## config.mk

```make
export PLATFORM = sky130hd
export DESIGN_NAME = parity_stream_gen
export DESIGN_NICKNAME = d
export VERILOG_FILES = /design/src/rtl/parity_stream_gen.sv
export SDC_FILE = /design/constraint.sdc
export NUM_CORES = 1
export LEC_CHECK = 0
export CAP_MARGIN = 20
export CORE_ASPECT_RATIO = 1.2
export CORE_MARGIN = 4
export CORE_UTILIZATION = 44
export CTS_BUF_LIST = sky130_fd_sc_hd__clkbuf_2 sky130_fd_sc_hd__clkbuf_4 sky130_fd_sc_hd__clkbuf_8
export DETAILED_ROUTE_END_ITERATION = 10
export MAX_ROUTING_LAYER = met4
export PLACE_DENSITY = 0.79
export SKIP_LAST_GASP = 1
export SLEW_MARGIN = 10
export SYNTH_ARGS = -nofsm -noshare
export SYNTH_HDL_FRONTEND = slang
export SYNTH_SLANG_ARGS = --single-unit
```

## constraint.sdc

```tcl
create_clock -name clk -period 2.15 [get_ports clk]
set_input_delay 0.215 -clock clk [delete_from_list [all_inputs] [get_ports clk]]
set_output_delay 0.215 -clock clk [all_outputs]
set_load 0.02 [all_outputs]
```

## src/rtl/parity_stream_gen.sv

```systemverilog
// Purpose : one-stage register slice that generates (and optionally checks) per-lane parity
//           and produces a per-packet summary of parity, error status and beat count.
// Latency : 1 cycle from s_data to m_data/m_par/m_err; the packet summary is registered
//           on the edge that accepts the last beat, so pkt_valid lines up with that beat on m_*.
// Backpressure: s_ready = !m_valid || m_ready, so the slice runs at 1 beat/cycle with no bubble.
//           m_* hold while stalled. pkt_valid is a 1-cycle pulse and is never backpressured.
//
// Ports:
//   clk, rst_n                    clock, asynchronous active-low reset
//   s_valid/s_ready/s_data/s_last input beat stream
//   s_chk, s_par                  per-beat check enable and expected lane parity
//   m_valid/m_ready/m_data/m_last registered output beat stream
//   m_par, m_err                  generated lane parity and beat mismatch flag
//   pkt_valid, pkt_par, pkt_err,  packet summary, held until the next summary
//   pkt_beats
//   err_count                     saturating count of beat errors since reset
module parity_stream_gen #(
    parameter int DATA_WIDTH = 64,
    parameter int LANES      = 8,
    parameter int ODD_MODE   = 0
) (
    input  logic                  clk,
    input  logic                  rst_n,
    input  logic                  s_valid,
    output logic                  s_ready,
    input  logic [DATA_WIDTH-1:0] s_data,
    input  logic                  s_last,
    input  logic                  s_chk,
    input  logic [LANES-1:0]      s_par,
    output logic                  m_valid,
    input  logic                  m_ready,
    output logic [DATA_WIDTH-1:0] m_data,
    output logic                  m_last,
    output logic [LANES-1:0]      m_par,
    output logic                  m_err,
    output logic                  pkt_valid,
    output logic                  pkt_par,
    output logic                  pkt_err,
    output logic [15:0]           pkt_beats,
    output logic [15:0]           err_count
);

    localparam int   LW  = DATA_WIDTH / LANES;
    localparam logic ODD = (ODD_MODE != 0);

    typedef enum logic {IDLE = 1'b0, BUSY = 1'b1} state_t;

    state_t                  state_q, state_d;

    logic                    m_valid_q;
    logic [DATA_WIDTH-1:0]   m_data_q;
    logic                    m_last_q;
    logic [LANES-1:0]        m_par_q;
    logic                    m_err_q;
    logic                    pkt_valid_q;
    logic                    pkt_par_q;
    logic                    pkt_err_q;
    logic [15:0]             pkt_beats_q;
    logic [15:0]             err_count_q;
    logic                    par_acc_q;
    logic                    err_acc_q;
    logic [15:0]             beat_cnt_q;

    logic                    acc;
    logic                    first_beat;
    logic [LANES-1:0]        par_beat;
    logic                    err_beat;
    logic                    raw_par_beat;
    logic                    par_acc_d;
    logic                    err_acc_d;
    logic [15:0]             beat_cnt_d;

    assign s_ready = !m_valid_q || m_ready;
    assign acc     = s_valid && s_ready;

    // In IDLE no beat of the current packet has been taken yet, so the accumulators
    // are loaded from this beat instead of combined with stale values.
    assign first_beat = (state_q == IDLE);

    always_comb begin
        par_beat = '0;
        for (int i = 0; i < LANES; i++) begin
            par_beat[i] = (^s_data[i*LW +: LW]) ^ ODD;
        end
    end

    // Packet parity is tracked in raw (even) form; ODD is applied once at the summary.
    assign raw_par_beat = ^s_data;
    assign err_beat     = s_chk && (par_beat != s_par);

    assign par_acc_d  = first_beat ? raw_par_beat : (par_acc_q ^ raw_par_beat);
    assign err_acc_d  = first_beat ? err_beat     : (err_acc_q | err_beat);
    assign beat_cnt_d = first_beat ? 16'd1 :
                        ((beat_cnt_q == 16'hFFFF) ? beat_cnt_q : beat_cnt_q + 16'd1);

    always_comb begin
        state_d = state_q;
        if (acc) begin
            state_d = s_last ? IDLE : BUSY;
        end
    end

    always_ff @(posedge clk or negedge rst_n) begin
        if (!rst_n) begin
            state_q <= IDLE;
        end else begin
            state_q <= state_d;
        end
    end

    always_ff @(posedge clk or negedge rst_n) begin
        if (!rst_n) begin
            m_valid_q   <= 1'b0;
            m_data_q    <= '0;
            m_last_q    <= 1'b0;
            m_par_q     <= '0;
            m_err_q     <= 1'b0;
            pkt_valid_q <= 1'b0;
            pkt_par_q   <= 1'b0;
            pkt_err_q   <= 1'b0;
            pkt_beats_q <= '0;
            err_count_q <= '0;
            par_acc_q   <= 1'b0;
            err_acc_q   <= 1'b0;
            beat_cnt_q  <= '0;
        end else begin
            pkt_valid_q <= acc && s_last;
            if (acc) begin
                m_valid_q  <= 1'b1;
                m_data_q   <= s_data;
                m_last_q   <= s_last;
                m_par_q    <= par_beat;
                m_err_q    <= err_beat;
                par_acc_q  <= par_acc_d;
                err_acc_q  <= err_acc_d;
                beat_cnt_q <= beat_cnt_d;
                if (err_beat && (err_count_q != 16'hFFFF)) begin
                    err_count_q <= err_count_q + 16'd1;
                end
                if (s_last) begin
                    pkt_par_q   <= par_acc_d ^ ODD;
                    pkt_err_q   <= err_acc_d;
                    pkt_beats_q <= beat_cnt_d;
                end
            end else if (m_ready) begin
                m_valid_q <= 1'b0;
            end
        end
    end

    assign m_valid   = m_valid_q;
    assign m_data    = m_data_q;
    assign m_last    = m_last_q;
    assign m_par     = m_par_q;
    assign m_err     = m_err_q;
    assign pkt_valid = pkt_valid_q;
    assign pkt_par   = pkt_par_q;
    assign pkt_err   = pkt_err_q;
    assign pkt_beats = pkt_beats_q;
    assign err_count = err_count_q;

endmodule

```

Word level (Yosys, flattened, before mapping)
Index checks and enable logic that the tools add are counted.
- muxes and demuxes: 7
- reduce and logical (&&, ||, !) cells: 18
- add/subtract/negate cells: 2
- bitwise logic cells: 2
- equality and inequality tests: 3
- operators by type and width (operator ; count):
    $reduce_xor 64->1 ; 1
    $reduce_xor 8->1 ; 8
    $add 16x1->16 const B ; 2
    $mux 16 ; 2
    $eq 16x16->1 const B ; 1
    $ne 16x16->1 const B ; 1
    $ne 8x8->1 ; 1
    $mux 1 ; 5
    $logic_and 1x1->1 ; 4
    $reduce_and 2->1 ; 2
    $reduce_bool 2->1 ; 1
    $logic_not 1->1 ; 1
    $logic_or 1x1->1 ; 1
    $or 1x1->1 ; 1
    $xor 1x1->1 ; 1
- word-level logic and storage cells: 46
- register bits: 129
- input bits: 78

Logic depth before layout (Yosys ltp)
- depth in word-level cells: 5
- depth in mapped cells: 8
- depth with buffers taken out: 8

Worst setup path before layout
OpenSTA, ideal clock, no wires.
- kind: register -> register
- start: reg err_count_q[0] (netlist: err_count[0])
- end: reg err_count_q[5] (netlist: err_count[5])
- clock period less this slack: 2.384 ns
- path slack: -0.234 ns
- data arrival time: 2.251 ns
- required time: 2.018 ns
- stages on the path, launching flop included: 8
- path through: dfrtp_1 -> ha_1 -> nand3_1 -> or3_1 -> o31ai_1 -> clkbuf_1 -> nor3_1 -> xor2_1
- word-level cells in the longest chain between the ends: 3
- elaborated cells on any way between the ends: 4
- classes of those cells: add/sub: 1; eq/ne: 1; reduce/logical: 2
- ends and longest elaborated chain (item ; RTL line ; source):
    from (decl) ; 59 ; logic [15:0] err_count_q;
    from (signal assigned) ; 138 ; err_count_q <= err_count_q + 16'd1;
    branches (longest 3 deep; another with $add 16x1->16) ; n/a ;
Several ways; the timed one is not identified.
A chain may end at the register's enable or synchronous reset.

Final worst setup path
- start: in s_data[47]
- end: reg err_count_q[14] (netlist: err_count[14])
- word-level cells in the longest chain between the ends: 5
- ends and longest elaborated chain (item ; RTL line ; source):
    from (decl) ; 26 ; input logic [DATA_WIDTH-1:0] s_data,
    $reduce_xor 8->1 ; 83 ; par_beat[i] = (^s_data[i*LW +: LW]) ^ ODD;
    $ne 8x8->1 ; 89 ; assign err_beat = s_chk && (par_beat != s_par);
    $logic_and 1x1->1 ; 89 ;
    $logic_and 1x1->1 ; 137 ; if (err_beat && (err_count_q != 16'hFFFF)) begin
    $reduce_and 2->1 (no source line) ; n/a ;
Every way passes these cells.

==> results.cfg <==
[clock_network]
cts-htree-levels = 4
path_clk_slew_ns = 0.07
numCtsBuffers = 17
worstSkewPairLatency_ns = 0.44
tritoncts = done
cts_sinks = 129
cts.path.max_buffers = 2
cts-root-buf = clkbuf_8

[layout]
area_growth_pct = 54.09
final_nets = 977
design_area_mm2 = 0.009403
fin_util_pct = 70.12
drive_gt1_share_pct = 16.19

[yosys]
synthTopCellsByArea = dfrtp_1 (53%), nand2_1 (16%), xnor2_1 (9.3%)
ys_ff_latch = 129
syn-num-nets = 728
ys_seq_area_share_pct = 52.90
synthFlopType = dfrtp_1
synth_edf_count = 0
syn_inst = 648
ys.warnings.count = 0
yosysUniqueCellTypes = 36
syn_area_mm2 = 0.006102
postSynthAreaPerCell_um2 = 9.417
yosys.area.top_type_share_pct = 52.90
async_reset_ff_share_pct = 100.0
yosysTopAreaCell = dfrtp_1

[power_and_ir_drop]
power_leakage_nw = 4.594
swShare_pct = 31.41
powerDensity_mw_per_mm2 = 862.5
power_switching_w = 0.002547
ir_worst_vdd_uv = 553.9
clkPwrFrac_pct = 27.0
combinationalPowerShare_pct = 36.1
seq_power_share_pct = 37.0
p_int_w = 0.005563

[critical_path]
crit_fanout = 2
crit_type = in2reg
cp.required_ns = 2.47
cp_slowest_cell = clkdlybuf4s50_1
worstPathCellList = clkdlybuf4s50_1, xnor2_1, xnor2_1, buf_4, xnor3_1, nand4_2, o21ai_4, or4_4, mux2_4
critPathMaxStageDelay_ns = 0.50
cp-end-kind = register
path_buf_inv = 2
cpLargestDelayFamily = buffers and inverters
rr_worst_depth = 5
cp.depth = 9
cpMostUsedCell = xnor2_1
start_kind = input pin
arrival_ns = 2.43

[placed_design]
placed_area_mm2 = 0.008523
dpl.hpwl_mm = 12.04
place_congestion = 0.8661
port_buffers = 188
dpl_worst_slack_ns = -0.6717

[sta]
holdWs_ns = 0.07675
slew_headroom_pct = 59.49
setup_viol = 0
fmax_mhz = 474.4
tightestPinTransition_ns = 0.6077
period_needed_ns = 2.108
fin_skew_ns = 0.008570
period_share_pct = 98.03
drv_slew = 0
hold_violations = 0
finalWorstSetupSlack_ns = 0.04228

[floorplanning]
start_util_pct = 45.50
core_mm2 = 0.01341
ioPinCount = 189
num_rows = 46
die_h_um = 137.0
dieArea_mm2 = 0.01582
dieWidth_um = 115.5

[route]
drt_pass1_iterations = 4
first_iter_violations = 258
vias_per_cell = 4.981
ant_nets = 0
vias = 5365
routed_wirelength_mm = 16.94
drc = 0
wl_per_cell_um = 15.73

[global_route]
grt_util_met2_pct = 36.65
grt_pass1_vias = 5370
use_met1_pct = 26.79
antenna_found_initial = 1
gr-usage-met3_pct = 5.750
grt_max_degree = 92
grt_pass1_wl_mm = 26.82
grt_usage_pct = 22.55
busiest_layer = met2
overflow = 0

[status]
outcome = completed

[min_path]
min_path_type = in2reg
holdPathStages = 3

[job]
max_cap_violations = 0
## cells in the mapped netlist, drive strengths merged, types with 4 or more instances
cell	number
nand2	253
clkbuf	26
nor4	9
nor2	17
o21ai	32
or3	4
xnor2	65
nor3	6
xnor3	9
o31ai	11
mux2	4
dfrtp	129
inv	7
nand3	12
xor2	17
a21oi	14
nand4	7
## cells in the final DEF (no fill, tap or decap), types with 4 or more instances in the layout
cell / instances
dlymetal6s2s_1: 17
dfrtp_1: 127
o31ai_1: 10
xnor2_2: 29
a21oi_1: 14
or3_1: 4
clkdlybuf4s50_1: 150
xnor3_1: 9
nor4_1: 8
inv_1: 7
nand3_1: 12
o21ai_0: 31
nor3_1: 6
xnor2_1: 33
nor2_1: 17
nand2_1: 251
xor2_1: 16
nand4_1: 5
clkbuf_8: 21
buf_4: 64
dlygate4sd2_1: 20
## repair_timing
action,4_1_cts,5_1_grt
setup endpoints to repair,4,16
gates cloned,0,0
gates resized for setup,40,38
pin swaps,23,23
hold buffers,1,0
endpoints found under the hold margin,41,0
buffers inserted,12,5
## through the flow
| stage | setup TNS (ns) | power [W] | instances |
|---|---|---|---|
| final | 0 | 0.008110 | 1077 |
| after global routing | -0.007276 | 0.008545 | 1077 |
| after CTS | 0 | 0.008143 | 1071 |
| after detailed placement | -8.594 | 0.005814 | 1028 |
| after global placement | -7.793 | 0.005748 | 1028 |
| after floorplan | 0 | 0.004497 | 648 |
## sequential cells by signal (all words and copies together) (netlist names)
register / count
m_data: 64
pkt_beats: 16
m_err: 1
state_q: 1
err_acc_q: 1
beat_cnt_q: 16
m_last: 1
par_acc_q: 1
pkt_err: 1
err_count: 16
m_valid: 1
m_par: 8
pkt_par: 1
pkt_valid: 1
## worst min-delay path: cells and delay by family
family | cells | cell delay [ns]
and+or+nand+nor | 2 | 0.14
buffers and inverters | 1 | 0.13
## final timing paths
path,start,end,slack (ns)
max in group asynchronous,rst_n,m_data[14],1.16
min in group asynchronous,rst_n,m_data[32],0.32
setup / recovery,s_data[47],err_count[14],0.04
hold / removal,s_data[46],m_data[46],0.08
hold reg to reg,m_data[5],m_data[5],0.47
setup reg to reg,err_count[1],err_count[14],0.13
## power groups by stage
stage          Clock, W  Sequential, W  Combinational (W)
2_1_floorplan         0        0.00342            0.00108
3_3_place_gp          0        0.00302            0.00272
3_5_place_dp          0        0.00304            0.00278
4_1_cts         0.00225        0.00300            0.00290
5_1_grt         0.00235        0.00304            0.00316
6_report        0.00219        0.00300            0.00293
## final cells by class
class / count / area [um^2]
fillers: 992 / 4008
flip-flops and latches: 129 / 3231
multi-input cells: 485 / 3058
repair buffers: 256 / 2451
clock buffers: 21 / 289.0
well taps: 168 / 210.2
clock inverters: 9 / 131.4
inverters: 8 / 30.03
diodes: 1 / 2.502
## layer usage
metal  vias up  wire length [um]
met5         -                 0
met4         0               512
met3        38               857
met2       140              8639
met1      2573              6926
li1       2614                 -
## logic make-up after synthesis
logic type / after synthesis / synth area share [%]
AND/OR/NAND/NOR: 320 / 21.65
flip-flops: 129 / 52.90
XOR/XNOR: 92 / 15.48
AO/OA/AOI/OAI: 65 / 6.398
buffers and inverters: 34 / 2.091
multiplexers: 6 / 1.066
adder cells (fa/ha/maj): 2 / 0.4100
(Power assumes the default switching activity.)
